File: src/rtl/alu_arbiter.sv
// Round-robin arbiter/sequencer sharing one ALU between two requesters.
// Optional feature: define ALU_ARB_STICKY_EN to accumulate captured {O,Ca} on sticky.
module alu_arbiter #(
  parameter int unsigned N   = 5,
  parameter int unsigned LAT = 1
) (
  input  logic         clk,
  input  logic         rst_n,
  input  logic         req0,
  input  logic         req1,
  input  logic [3:0]   op0,
  input  logic [3:0]   op1,
  input  logic [N-1:0] a0,
  input  logic [N-1:0] b0,
  input  logic [N-1:0] a1,
  input  logic [N-1:0] b1,
  output logic         gnt0,
  output logic         gnt1,
  output logic         done0,
  output logic         done1,
  output logic [N-1:0] res,
  output logic [3:0]   flags,
  output logic         err,
  output logic [3:0]   alu_sel,
  output logic [N-1:0] alu_a,
  output logic [N-1:0] alu_b,
  input  logic [N-1:0] alu_res,
  input  logic         alu_neg,
  input  logic         alu_z,
  input  logic         alu_o,
  input  logic         alu_ca,
  output logic [1:0]   sticky,
  input  logic         sticky_clr
);

  localparam int unsigned CW     = (LAT > 1) ? $clog2(LAT) : 1;
  localparam logic [3:0]  OP_MAX = 4'd11;

  typedef enum logic [1:0] {IDLE, ISSUE, DONE} state_t;

  state_t         state;
  logic           last;
  logic           port;
  logic [CW-1:0]  cnt;

  logic           pending;
  logic           pick;
  logic [3:0]     pick_op;
  logic [N-1:0]   pick_a;
  logic [N-1:0]   pick_b;
  logic           cap;

  // Round-robin choice: on a tie the port that did not win last time goes.
  always_comb begin
    pending = req0 | req1;
    pick    = (req0 && req1) ? ~last : req1;
    pick_op = pick ? op1 : op0;
    pick_a  = pick ? a1 : a0;
    pick_b  = pick ? b1 : b0;
  end

  assign cap = (state == ISSUE) && (cnt == CW'(LAT - 1));

  // alu_sel/alu_a/alu_b double as the operand latch; they are only nonzero in ISSUE.
  always_ff @(posedge clk or negedge rst_n) begin
    if (!rst_n) begin
      state   <= IDLE;
      last    <= 1'b1;
      port    <= 1'b0;
      cnt     <= '0;
      gnt0    <= 1'b0;
      gnt1    <= 1'b0;
      done0   <= 1'b0;
      done1   <= 1'b0;
      res     <= '0;
      flags   <= '0;
      err     <= 1'b0;
      alu_sel <= '0;
      alu_a   <= '0;
      alu_b   <= '0;
    end else begin
      gnt0  <= 1'b0;
      gnt1  <= 1'b0;
      done0 <= 1'b0;
      done1 <= 1'b0;
      case (state)
        IDLE: begin
          if (pending) begin
            port <= pick;
            last <= pick;
            gnt0 <= ~pick;
            gnt1 <= pick;
            if (pick_op > OP_MAX) begin
              // Illegal op bypasses the ALU entirely.
              res   <= '0;
              flags <= '0;
              err   <= 1'b1;
              done0 <= ~pick;
              done1 <= pick;
              state <= DONE;
            end else begin
              alu_sel <= pick_op;
              alu_a   <= pick_a;
              alu_b   <= pick_b;
              cnt     <= '0;
              state   <= ISSUE;
            end
          end
        end
        ISSUE: begin
          if (cap) begin
            res     <= alu_res;
            flags   <= {alu_neg, alu_z, alu_o, alu_ca};
            err     <= 1'b0;
            alu_sel <= '0;
            alu_a   <= '0;
            alu_b   <= '0;
            cnt     <= '0;
            done0   <= ~port;
            done1   <= port;
            state   <= DONE;
          end else begin
            cnt <= cnt + CW'(1);
          end
        end
        DONE:    state <= IDLE;
        default: state <= IDLE;
      endcase
    end
  end

`ifdef ALU_ARB_STICKY_EN
  // Clear drops old bits only; flags captured on the same edge still land.
  always_ff @(posedge clk or negedge rst_n) begin
    if (!rst_n) begin
      sticky <= 2'b00;
    end else begin
      sticky <= (sticky_clr ? 2'b00 : sticky) | (cap ? {alu_o, alu_ca} : 2'b00);
    end
  end
`else
  logic unused_sticky_clr;
  assign unused_sticky_clr = sticky_clr;
  assign sticky = 2'b00;
`endif

endmodule

File: config.mk
export PLATFORM = sky130hd
export DESIGN_NAME = alu_arbiter
export DESIGN_NICKNAME = d
export VERILOG_FILES = /design/src/rtl/alu_arbiter.sv
export SDC_FILE = /design/constraint.sdc
export NUM_CORES = 1
export LEC_CHECK = 0
export CELL_PAD_IN_SITES_DETAIL_PLACEMENT = 1
export CELL_PAD_IN_SITES_GLOBAL_PLACEMENT = 1
export CORE_ASPECT_RATIO = 1.2
export CORE_UTILIZATION = 33
export CTS_CLUSTER_DIAMETER = 50
export DETAILED_ROUTE_END_ITERATION = 7
export HOLD_SLACK_MARGIN = 0.12
export PLACE_DENSITY_LB_ADDON = 0.1
export SYNTH_ARGS = -nofsm -noshare
export SYNTH_HDL_FRONTEND = slang
export SYNTH_SLANG_ARGS = --single-unit
File: constraint.sdc
create_clock -name clk -period 4.85 [get_ports clk]
set_input_delay 0.485 -clock clk [delete_from_list [all_inputs] [get_ports clk]]
set_output_delay 0.485 -clock clk [all_outputs]
set_load 0.02 [all_outputs]
* After elaboration in Yosys (flattened, before gate mapping) *
Index checks and enable logic that the tools add are counted.

operators by class
  bitwise logic cells = 5
  eq/ne operators = 5
  mux-type cells = 47
  reductions and logical operators = 9
  add/subtract/negate cells = 1
  order comparisons = 1

operator list
  operator             number
  $mux 5               10
  $pmux 5 s2           3
  $mux 4               7
  $mux 1               17
  $pmux 4 s2           2
  $ne 2x2->1 const B   4
  $pmux 1 s2           4
  $reduce_and 4->1     2
  $mux 2               3
  $gt 4x4->1 const B   1
  $not 1->1            4
  $pmux 2 s2           1
  $reduce_and 2->1     2
  $reduce_and 3->1     1
  $eq 2x1->1 const B   1
  $logic_and 1x1->1    2
  $logic_not 2->1      1
  $reduce_bool 2->1    1
  $add 1x1->1 const B  1
  $or 1x1->1           1

word-level totals
  output and inout port bits = 30
  register bits = 33
  word-level logic and storage cells = 82

* Depth between registers and ports, before layout *
  depth after elaboration = 7
  mapped depth = 6
  mapped depth without buffers = 4

* Worst setup path after synthesis *
Ideal clock, no wire load.

  path kind = input -> register
  start point = in req1
  end point = reg alu_a[0]
  arrival = 1663 ps
  buffers on the path = 2
  data required time = 4725 ps
  slack = 3062 ps
  library setup time = 125 ps
  stages = 6
  cells stage by stage = a21bo_1 -> buf_6 -> mux2i_4 -> a21bo_4 -> buf_12 -> mux2_4

on the way
  word-level cells in the longest chain between the ends = 6

RTL lines
  element                                                          line    text
  start, declared                                                  10      input logic req1,
  $logic_and 1x1->1                                                56      pick = (req0 && req1) ? ~last : req1;
  $mux 1                                                           56
  $mux 4 / $mux 5 (equally long branches)                          57, 58
  $gt 4x4->1 / $mux 5 (equally long branches)                      93      if (pick_op > OP_MAX) begin
  $ne 2x2->1 (no line) / $mux 5 (equally long branches)            -
  $reduce_and 4->1 (no line) / $pmux 5 s2 (equally long branches)  -
  end signal, assigned                                             103     alu_a <= pick_a;
  end, declared                                                    25      output logic [N-1:0] alu_a,

Parallel ways exist; a longest one is shown, timed or not. The select of a mux whose other input is x is not followed.
A chain may end at the register's enable or synchronous reset.

* Worst setup path after layout *
  start point = in req0
  end point = reg alu_b[4]

on the way
  word-level cells in the longest chain between the ends = 6

RTL lines
  element                                                          line    text
  start, declared                                                  9       input logic req0,
  $logic_and 1x1->1                                                56
  $mux 1                                                           56
  $mux 4 / $mux 5 (equally long branches)                          57, 59
  $gt 4x4->1 / $mux 5 (equally long branches)                      93
  $ne 2x2->1 (no line) / $mux 5 (equally long branches)            -
  $reduce_and 4->1 (no line) / $pmux 5 s2 (equally long branches)  -
  end signal, assigned                                             104     alu_b <= pick_b;
  end, declared                                                    26      output logic [N-1:0] alu_b,

Parallel ways exist; a longest one is shown, timed or not. The select of a mux whose other input is x is not followed.

==> flow_summary.yaml <==
synthesis:
  yosys_warnings: 0
  yosysSeqAreaShare_pct: 53.6
  synth_cells: 138
  synthTopCellsByArea: "dfrtp_1, mux2_4, nand2_1"
  synth_area_leader_cell: "dfrtp_1"
  synth_top_area_share_pct: 51.9
  synth_cell_types: 27
  ys_ff_latch: 33
  syn-mean-instance-area_um2: 11.2
  netlist_area_mm2: 0.00154
worst_setup_path:
  slowest_stage: "clkdlybuf4s50_1"
  r2r_end: "done0"
  worst_setup_path_start_kind: "primary input"
  max_stage_delay_ns: 0.58
  critPathTopFamily: "compound AO/OA/AOI/OAI gates"
  crit_required_ns: 5.03
  critPathKind: "primary input to flop"
  worst_r2r_startpoint: "state[0]"
  end_kind: "flop"
  critPathArrivalTime_ns: 2.76
  cp_max_fo: 16
  crit_buf_inv: 1
  reg2regPathDepth: 3
  crit_chain: "clkdlybuf4s50_1 -> a21bo_1 -> mux2i_4 -> a21bo_4 -> mux2_2"
  r2r_slack_ns: 2.34
clocking:
  cts_buffers: 5
  postCtsSetupBuffers: 0
  cts_tree: "built"
  cts_sinks: 33
  clock-root-buffer: "clkbuf_8"
  htree_num_levels: 2
  cts.clk_slew.worst_paths_ns: 0.07
  insertion_delay_ns: 0.29
  hold_buffers: 0
  cts.path.max_buffers: 2
  ctsResizeCount: 0
floorplan:
  dieArea_mm2: 0.00495
  die_w_um: 64.4
  die_y_um: 76.9
  core_mm2: 0.00436
  ios: 72
  rows: 26
  initial_core_util_pct: 35.4
place:
  hpwl_um: 3100
  gp_congestion: 0.689
  io_buffer_count: 68
sta:
  fmax_ghz: 0.387
  tns_ns: 0
  fin_skew_ns: 0.00781
  hold_viol: 0
  slew_headroom_pct: 19.4
  worstMarginPinSlew_ns: 1.21
  drv_slew: 0
  setup_viol: 0
  rsz0062_at_grt: "no"
  fin_crit_sh_pct: 53.3
  fin_crit_ns: 2.58
routing:
  ant_nets: 0
  wire_per_inst_um: 16.1
  vias: 1291
  drt_iter0_drc: 39
  drt-total-wl_um: 4210
  viasPerCell: 4.93
  first_pass_iters: 2
  drc_errors: 0
min_path:
  min_path_type: "primary input to asynchronous set/reset pin"
final_layout:
  nFillCells: 495
  layout-drive-gt1-share_pct: 11.7
  seq_area_um2: 827
  multi_input_area_um2: 637
  fin_util_pct: 53.0
  nNetsFinal: 247
  area_delta_synth_final_pct: 49.6
  insertedDiodeCount: 0
pwr:
  pwr-share-comb_pct: 51.8
  internal_power_uw: 875
  clkPwrFrac_pct: 14.6
  pwr-share-seq_pct: 33.6
  p_sw_share_pct: 37.0
  power_density_mw_per_mm2: 601
  leakagePower_nw: 1.03
  p_sw_uw: 513
  ir_drop_v: 0.000274
flow_run:
  drv_cap: 0
global_routing:
  grt_antenna_before_repair: 0
  grt_max_degree: 34
  grtUsageTotal_pct: 18.5
  grt_pass1_wl_um: 6870
  grt_pass1_vias: 1387
  grt-ovfl-total: 0
outcome:
  status: "finished, final reports clean"
[placed cells by master (no fill, tap or decap), types with 2 or more instances in the layout]
cell type / n
clkbuf_8: 5
nor2b_1: 2
mux2_4: 10
o21ai_0: 2
clkdlybuf4s50_1: 67
nor3_1: 3
clkbuf_1: 3
inv_1: 3
nand2_1: 31
a21oi_1: 16
mux2_2: 4
dfrtp_1: 32
nor2_1: 3
a22o_1: 11
conb_1: 2
[per-layer routing]
metal	track usage [%]	vias to the layer above	share of wire, %
li1	-	601	-
met1	21.3	642	40
met2	31.8	42	54
met3	5.36	6	4.6
met4	7.11	0	1.5
met5	0	-	0
[stage by stage]
step	power [mW]	cell area, µm²	hold WS (ns)	std cells	setup slack [ns]
after floorplan	0.910	1550	0.189	139	3.06
after global routing	1.47	2310	0.325	262	2.02
after detailed placement	1.20	2230	0.485	254	1.93
after global placement	1.17	2230	0.484	254	2.00
final	1.39	2310	0.252	262	2.27
after CTS	1.41	2310	0.281	262	2.24
[synthesized netlist by cell type]
master,number
buf_6,1
buf_12,1
conb_1,1
a21boi_1,1
a211oi_1,1
dfstp_2,1
nor2_1,3
o31ai_1,1
a21oi_1,16
a21bo_1,1
buf_2,2
mux2_2,4
nor2b_1,2
mux2i_4,1
o21ai_0,2
nor3b_1,1
a21o_1,1
mux2_4,10
a31oi_1,1
a22o_1,11
clkbuf_1,4
a21bo_4,1
buf_4,2
dfrtp_1,32
nor3_1,3
inv_1,3
nand2_1,31
[final cells by class]
| class | instances | area share (%) |
|---|---|---|
| Sequential cell | 33 | 35.8 |
| Timing Repair Buffer | 69 | 29.6 |
| Multi-Input combinational cell | 93 | 27.6 |
| Clock buffer | 8 | 3.47 |
| Tap cell | 56 | 3.04 |
| Inverter | 3 | 0.488 |
[power groups by stage]
stage / Combinational, mW / Sequential (mW) / Clock [mW]
after floorplan: 0.329 / 0.581 / 0
after global placement: 0.709 / 0.461 / 0
after detailed placement: 0.728 / 0.471 / 0
after CTS: 0.730 / 0.468 / 0.210
after global routing: 0.771 / 0.482 / 0.222
final: 0.719 / 0.467 / 0.202
[flip-flops by register name, summed over array words and instances, names as in the netlist]
name	count
cnt	1
alu_sel	4
alu_a	5
flags	4
done1	1
port	1
res	5
gnt0	1
last	1
gnt1	1
err	1
done0	1
state	2
alu_b	5
[cell families after synthesis]
| group | Yosys count | synth area share, % |
|---|---|---|
| flops | 33 | 53.6 |
| compound gates | 36 | 16.1 |
| simple gates | 40 | 10.5 |
| buf+inv | 13 | 5.35 |
| mux | 15 | 14.1 |
| other cells | 1 | 0.243 |
[worst max path at each step]
stage / from / endpoint / slack (ns) / depth (start not counted)
after CTS: state[0] / done0 / 2.24 / 3
after detailed placement: req1 / alu_b[4] / 1.93 / 5
final: req0 / alu_b[4] / 2.27 / 5
after global placement: req1 / alu_b[0] / 2.00 / 5
after floorplan: req1 / alu_a[0] / 3.06 / 6
after global routing: state[0] / done0 / 2.02 / 3
(Power assumes the default switching activity.)
